$ cat src/rtl/seq_gen_pkg.sv
// Shared constants for the serial pattern transmitter: state encoding and default sizes.
package seq_gen_pkg;

  localparam int unsigned DefaultWidth = 8;
  localparam int unsigned DefaultCntW  = 4;

  // 3-bit encoding matches the debug width used by the detector blocks.
  localparam logic [2:0] IDLE  = 3'd0;
  localparam logic [2:0] LOAD  = 3'd1;
  localparam logic [2:0] SHIFT = 3'd2;
  localparam logic [2:0] DONE  = 3'd3;

  typedef enum logic [2:0] {
    StIdle  = IDLE,
    StLoad  = LOAD,
    StShift = SHIFT,
    StDone  = DONE
  } state_e;

endpackage

$ cat src/rtl/seq_shift_reg.sv
// Pattern holding register with a down bit counter and the registered serial bit.
module seq_shift_reg #(
  parameter int unsigned WIDTH = 8
) (
  input  logic             clk_i,
  input  logic             rst_ni,
  input  logic             load_i,
  input  logic             rewind_i,
  input  logic             step_i,
  input  logic             clear_i,
  input  logic [WIDTH-1:0] data_i,
  output logic             bit_o,
  output logic             last_o
);

  localparam int unsigned BitW = $clog2(WIDTH);
  localparam logic [BitW-1:0] LastIdx = BitW'(WIDTH - 1);

  logic [WIDTH-1:0] pattern_q, pattern_d;
  logic [BitW-1:0]  bitcnt_q, bitcnt_d;
  logic             bit_q, bit_d;
  logic [BitW-1:0]  prev_idx;

  assign prev_idx = bitcnt_q - BitW'(1);

  always_comb begin
    pattern_d = pattern_q;
    bitcnt_d  = bitcnt_q;
    bit_d     = bit_q;
    if (load_i) begin
      pattern_d = data_i;
    end
    if (clear_i) begin
      bit_d = 1'b0;
    end else if (rewind_i) begin
      bitcnt_d = LastIdx;
      bit_d    = pattern_q[WIDTH-1];
    end else if (step_i) begin
      bitcnt_d = prev_idx;
      bit_d    = pattern_q[prev_idx];
    end
  end

  always_ff @(posedge clk_i) begin
    if (!rst_ni) begin
      pattern_q <= '0;
      bitcnt_q  <= '0;
      bit_q     <= 1'b0;
    end else begin
      pattern_q <= pattern_d;
      bitcnt_q  <= bitcnt_d;
      bit_q     <= bit_d;
    end
  end

  assign bit_o  = bit_q;
  assign last_o = (bitcnt_q == '0);

endmodule

$ cat src/rtl/seq_generator.sv
// Serial pattern transmitter: sends a captured pattern MSB-first, optionally repeated.
module seq_generator
  import seq_gen_pkg::*;
#(
  parameter int unsigned WIDTH = DefaultWidth,
  parameter int unsigned CNT_W = DefaultCntW
) (
  input  logic             clk,
  input  logic             rst,
  input  logic             start,
  input  logic             en,
  input  logic [WIDTH-1:0] data_in,
  input  logic [CNT_W-1:0] repeat_n,
  output logic             serialout,
  output logic             valid,
  output logic             busy,
  output logic             done,
  output logic [2:0]       state
);

  state_e           state_q, state_d;
  logic [CNT_W-1:0] repcnt_q, repcnt_d;
  logic             valid_q, valid_d;
  logic             sr_load, sr_rewind, sr_step, sr_clear;
  logic             sr_last;

  seq_shift_reg #(
    .WIDTH(WIDTH)
  ) u_shift_reg (
    .clk_i   (clk),
    .rst_ni  (rst),
    .load_i  (sr_load),
    .rewind_i(sr_rewind),
    .step_i  (sr_step),
    .clear_i (sr_clear),
    .data_i  (data_in),
    .bit_o   (serialout),
    .last_o  (sr_last)
  );

  always_comb begin
    state_d   = state_q;
    repcnt_d  = repcnt_q;
    valid_d   = 1'b0;
    sr_load   = 1'b0;
    sr_rewind = 1'b0;
    sr_step   = 1'b0;
    sr_clear  = 1'b0;
    unique case (state_q)
      StIdle: begin
        if (start) begin
          sr_load  = 1'b1;
          repcnt_d = repeat_n;
          state_d  = StLoad;
        end
      end
      StLoad: begin
        sr_rewind = 1'b1;
        valid_d   = 1'b1;
        state_d   = StShift;
      end
      StShift: begin
        if (en) begin
          if (!sr_last) begin
            sr_step = 1'b1;
            valid_d = 1'b1;
          end else if (repcnt_q != '0) begin
            // Next frame starts on the very next cycle, no idle gap.
            sr_rewind = 1'b1;
            repcnt_d  = repcnt_q - CNT_W'(1);
            valid_d   = 1'b1;
          end else begin
            sr_clear = 1'b1;
            state_d  = StDone;
          end
        end
      end
      StDone: begin
        state_d = StIdle;
      end
      default: begin
        state_d = StIdle;
      end
    endcase
  end

  always_ff @(posedge clk) begin
    if (!rst) begin
      state_q  <= StIdle;
      repcnt_q <= '0;
      valid_q  <= 1'b0;
    end else begin
      state_q  <= state_d;
      repcnt_q <= repcnt_d;
      valid_q  <= valid_d;
    end
  end

  assign valid = valid_q;
  assign busy  = (state_q == StLoad) || (state_q == StShift);
  assign done  = (state_q == StDone);
  assign state = state_q;

endmodule

$ cat config.mk
export PLATFORM = sky130hd
export DESIGN_NAME = seq_generator
export DESIGN_NICKNAME = d
export VERILOG_FILES = /design/src/rtl/seq_gen_pkg.sv /design/src/rtl/seq_shift_reg.sv /design/src/rtl/seq_generator.sv
export SDC_FILE = /design/constraint.sdc
export NUM_CORES = 1
export LEC_CHECK = 0
export CAP_MARGIN = 20
export CORE_MARGIN = 2
export CORE_UTILIZATION = 40
export DETAILED_ROUTE_END_ITERATION = 8
export DONT_BUFFER_PORTS = 1
export PLACE_DENSITY = 0.63
export SYNTH_ARGS = -nofsm -noshare
export SYNTH_HDL_FRONTEND = slang
export SYNTH_SLANG_ARGS = --single-unit
$ cat constraint.sdc
create_clock -name clk -period 2.5 [get_ports clk]
set_input_delay 0.5 -clock clk [delete_from_list [all_inputs] [get_ports clk]]
set_output_delay 0.5 -clock clk [all_outputs]
set_load 0.1 [all_outputs]
## Word level (Yosys, flattened, before mapping)

Index checks and enable logic that the tools add are counted.

| cells by class | value |
|---|---|
| multiplexer cells | 32 |
| divide/modulo/power cells | 0 |
| equal/unequal tests | 8 |
| shift operators | 0 |
| $mul | 0 |
| reduce and logical (&&, ||, !) cells | 10 |
| bitwise operators | 2 |
| $lt $le $gt $ge | 1 |
| add/subtract/negate cells | 2 |

Operator list:

| operator | number |
|---|---|
| $mux 3 | 6 |
| $mux 1 | 17 |
| $mux 4 | 4 |
| $ne 2x2->1 const B | 5 |
| $pmux 3 s3 | 1 |
| $pmux 4 s2 | 1 |
| $eq 3x2->1 const B | 2 |
| $logic_not 3->1 | 2 |
| $reduce_and 5->1 | 1 |
| $lt 3x4->1 const B | 1 |
| $pmux 1 s2 | 2 |
| $reduce_and 4->1 | 1 |
| $reduce_bool 2->1 | 2 |
| $reduce_bool 4->1 | 1 |
| $sub 4x1->4 const B | 1 |
| $bmux 1 s3 | 1 |
| $eq 3x1->1 const B | 1 |
| $sub 3x1->3 const B | 1 |
| $not 1->1 | 2 |
| $reduce_and 2->1 | 1 |
| $reduce_or 2->1 | 1 |
| $logic_or 1x1->1 | 1 |

| word-level totals | value |
|---|---|
| flip-flop bits (word level) | 20 |
| latch bits | 0 |
| RAM bits | 0 |
| memory bits (read-only) | 0 |
| memories | 0 |
| output and inout port bits | 7 |

## Longest topological paths before layout

| logic depth | value |
|---|---|
| depth after elaboration | 7 |
| mapped depth | 8 |
| mapped depth without buffers | 7 |

## Modules after synthesis

A second synthesis with hierarchy kept.

| unflattened totals | value |
|---|---|
| cell total of the unflattened synthesis | 124 |
| area total of the unflattened synthesis | 1154.9 sq um |

Modules (own cells, without submodules):

| module | times used | cells each | area each (sq um) |
|---|---|---|---|
| seq_shift_reg | 1 | 57 | 596.8 |
| seq_generator | 1 | 67 | 558.0 |

## Worst setup path after synthesis

Ideal clock, no wire load.

| timing | value |
|---|---|
| path kind | register to register |
| from | register state_q[0] (netlist: state[0]) |
| to | register u_shift_reg.bit_q (netlist: u_shift_reg.bit_o) |
| required time | 2.404 ns |
| library setup time | 0.096 ns |
| stages on the path, launching flop included | 5 |
| slack | -0.400 ns |
| arrival time | 2.804 ns |
| buffers on the path | 0 |
| period minus slack after synthesis | 2.900 ns |
| cells stage by stage | dfxtp_1 -> inv_1 -> ha_1 -> a21boi_0 -> a221oi_1 |

| between the ends | value |
|---|---|
| word-level cells in the longest chain between the ends | 3 |

Ends and longest elaborated chain:

| item | RTL line | source |
|---|---|---|
| start, declared | seq_generator.sv:21 | `state_e state_q, state_d;` |
| start signal, assigned | seq_generator.sv:89 | `state_q <= StIdle;` |
| start signal, assigned | seq_generator.sv:93 | `state_q <= state_d;` |
| $eq 3x2->1 or $eq 3x1->1 (tied branches) | seq_generator.sv:49 | `unique case (state_q)` |
| $pmux 1 s2 or $mux 1 (tied branches) | seq_generator.sv:49 |  |
| $mux 1 (tied with other cells) | seq_shift_reg.sv:35 | `end else if (rewind_i) begin` |
| end signal, assigned | seq_shift_reg.sv:52 | `bit_q <= bit_d;` |
| end, declared | seq_shift_reg.sv:21 | `logic bit_q, bit_d;` |

Several ways; a longest one is shown, not always the timed one.
A chain may end at the register's enable or synchronous reset.

## Final worst setup path

| timing | value |
|---|---|
| from | register u_shift_reg.bitcnt_q[0] |
| to | register u_shift_reg.bitcnt_q[1] |

| between the ends | value |
|---|---|
| word-level cells in the longest chain between the ends | 6 |

Ends and longest elaborated chain:

| item | RTL line | source |
|---|---|---|
| start, declared | seq_shift_reg.sv:20 | `logic [BitW-1:0] bitcnt_q, bitcnt_d;` |
| start signal, assigned | seq_shift_reg.sv:51 | `bitcnt_q <= bitcnt_d;` |
| $logic_not 3->1 | seq_shift_reg.sv:57 | `assign last_o = (bitcnt_q == '0);` |
| $mux 1 | seq_generator.sv:64 | `if (!sr_last) begin` |
| $mux 1 | seq_generator.sv:63 | `if (en) begin` |
| $pmux 1 s2 or $mux 1 (tied branches) | seq_generator.sv:49 |  |
| $reduce_bool 2->1 (no source line) or $not 1->1 (tied branches) | - |  |
| $reduce_and 2->1 (no source line) | - |  |

Several ways; a longest one is shown, not always the timed one. The select of a mux whose other input is x is not followed.

==> impl_metrics.tcl <==
set metrics [dict create \
    antenna_found_initial 0 \
    finalHoldViolations 0 \
    yosysTopAreaCell "dfxtp_1" \
    hpwlAfterDp_mm 1.63 \
    instances_no_fill 164 \
    antenna_left 0 \
    cp_max_fo 5 \
    cp.arrival_ns 2.18 \
    seq_area_frac_synth 0.325 \
    cts_resized 0 \
    min_period_ns 1.97 \
    die_height_um 58.1 \
    holdBufCountCts 0 \
    synthArstFlopShare 0 \
    criticalPathCategory "reg -> reg" \
    slew_headroom 0.655 \
    yosysUniqueCellTypes 38 \
    syn_avg_cell_area_um2 9.06 \
    fin_util 0.453 \
    final_area_um2 1250 \
    p_per_area_nw_per_um2 1520 \
    rsz0062_at_grt "no" \
    syn_nets 153 \
    synth_compound_area_frac 0.258 \
    start_util 0.424 \
    clk_latency_ns 0.30 \
    synth-seq-cells 19 \
    grt_overflow_total 0 \
    drive_above_1_share 0.188 \
    tightest_slew_ns 0.516 \
    yosys_most_used_dff "dfxtp_1" \
    die_w_um 58.1 \
    wire_per_inst_um 13.2 \
    fp-row-count 19 \
    drt_iter0_markers 22 \
    slew_viol_final 0 \
    cts_sinks 19 \
    setup-tns-final_ns 0 \
    synthTopCellsByArea "dfxtp_1 33%, ha_1 8.6%, a21boi_0 6.4%, nand2_1 6.1%, nand3_1 4.3%" \
    status "finished clean" \
    syn_to_final_growth_pct 6.85 \
    synth-edff-count 0 \
    yosys_warnings 0 \
    hold_class "in -> reg" \
    grt_max_degree 24 \
    core_um2 2760 \
    synth_top_family_by_area "compound AO/OA/AOI/OAI gates" \
    synth_mux_area_frac 0.0642 \
    p_leak_nw 0.524 \
    vias 906 \
    place_area_um2 1220 \
    drt_first_pass_iters 4 \
    gp_congestion 0.745 \
    setup_violations 0 \
    dieArea_um2 3370 \
    max_freq_ghz 0.507 \
    crit_path_start_kind "register" \
    synth-simple-area-share 0.183 \
    clk_pin_slew_ns 0.12 \
    fin_crit_sh 0.790 \
    power_mw 1.90 \
    cts_tree "built" \
    numCtsBuffers 3 \
    wirelength_mm 2.17 \
    synth_cells 129 \
    diodes 0 \
    htreeDepth 1 \
    cts_buffer_depth 2 \
    finalNetCount 158 \
    synthAdderAreaFrac 0.0857 \
    synth_top_area_frac 0.325 \
    skew_ns 0.00958 \
    placedCellCount 160 \
    io_pins 23 \
    groute.usage.overall 0.142 \
    nFillCells 280 \
    synth_xor_area_frac 0.00749 \
    cts-root-buf "clkbuf_4" \
    end_kind "register" \
    drc_errors 0 \
    timing.max_cap.violations 0 \
    portBuffers 0 \
    ir_drop_mv 1.14 \
    first_global_vias 857 \
    grt_pass1_wl_mm 3.73 \
    cts_setup_buffers 0 \
    required_ns 2.71 \
    syn_area_um2 1170 \
    vias_per_cell 5.52 \
]
state kept, by name, indices dropped and copies added, names as in the netlist:
name	cells
u_shift_reg.pattern_q	8
repcnt_q	4
u_shift_reg.bitcnt_q	3
state	2
u_shift_reg.bit_o	1
valid	1
critical path: stages, from the launching register on:
cell and delay, ns:
dfxtp_1 0.37, inv_1 0.08, ha_1 0.20, ha_1 0.27, and3b_1 0.29, a21boi_0 0.42
nand2_1 0.12, o211a_1 0.14
layer usage:
metal | vias to the layer above | wire length [µm] | GRT usage
met1 | 423 | 1070 | 0.196
met4 | 0 | 22 | 0.0598
li1 | 464 | - | -
met2 | 17 | 973 | 0.214
met5 | - | 0 | 0
met3 | 2 | 107 | 0.0290
report_power, final:
part / switching [mW] / internal, mW / total (mW)
Sequential: 0.0724 / 0.406 / 0.478
Combinational: 0.795 / 0.472 / 1.27
Clock: 0.0992 / 0.0596 / 0.159
through the flow:
stage | hold slack, ns | worst slack (ns)
floorplan | 0.440 | 0.300
global placement | 0.457 | 0.572
detailed placement | 0.458 | 0.591
CTS | 0.308 | 0.530
global route | 0.308 | 0.379
finish | 0.314 | 0.526
final cells by class:
type,count,area (µm²),share of cell area
clock buffer,3,22.5,0.0180
clock inverter,1,5.00,0.00401
inverter,11,41.3,0.0331
multi-input combinational,92,706,0.565
sequential,19,383,0.307
tap,31,38.8,0.0311
timing repair buffer,7,52.6,0.0421
final timing paths:
check	slack (ns)	to	cells after the start	from
max	0.53	u_shift_reg.bitcnt_q[1]$_SDFFE_PN0P_	7	u_shift_reg.bitcnt_q[0]$_SDFFE_PN0P_
min	0.31	u_shift_reg.bitcnt_q[2]$_SDFFE_PN0P_	1	rst
min reg2reg	0.47	u_shift_reg.pattern_q[1]$_SDFFE_PN0P_	2	u_shift_reg.pattern_q[1]$_SDFFE_PN0P_
max reg2reg	0.53	u_shift_reg.bitcnt_q[1]$_SDFFE_PN0P_	7	u_shift_reg.bitcnt_q[0]$_SDFFE_PN0P_
cells by family (layout without fill, tap and decap cells):
group,Yosys count,after routing
flip-flops,19,19
AO/OA/AOI/OAI,35,35
XOR/XNOR,1,1
adder cells (fa/ha/maj),8,8
multiplexers,5,5
AND/OR/NAND/NOR,42,42
buffers and inverters,18,22
other,1,1
cell usage after synthesis, types with 2 or more instances:
cell and count:
nor2_1 3, o22ai_1 2, a211oi_2 2, mux4_2 2, a31oi_1 2, clkbuf_1 2, o21ai_0 6, nand2_1 19
buf_4 2, dfxtp_1 19, inv_1 11, mux2i_1 3, a21boi_0 10, ha_1 8, nor2b_1 3, o211a_1 3
buf_2 2, nand3_1 10
cell usage in the layout (no fill, tap or decap), drive strengths merged, types with 2 or more instances in the layout:
| cell type | n |
|---|---|
| a211oi | 2 |
| a21boi | 11 |
| a31oi | 2 |
| buf | 7 |
| clkbuf | 3 |
| dfxtp | 19 |
| ha | 8 |
| inv | 11 |
| mux2i | 3 |
| mux4 | 2 |
| nand2 | 19 |
| nand3 | 10 |
| nor2 | 3 |
| nor2b | 3 |
| nor3b | 2 |
| o211a | 3 |
| o21ai | 6 |
| o22ai | 2 |
Note: power is estimated with default switching activity, not from simulation.
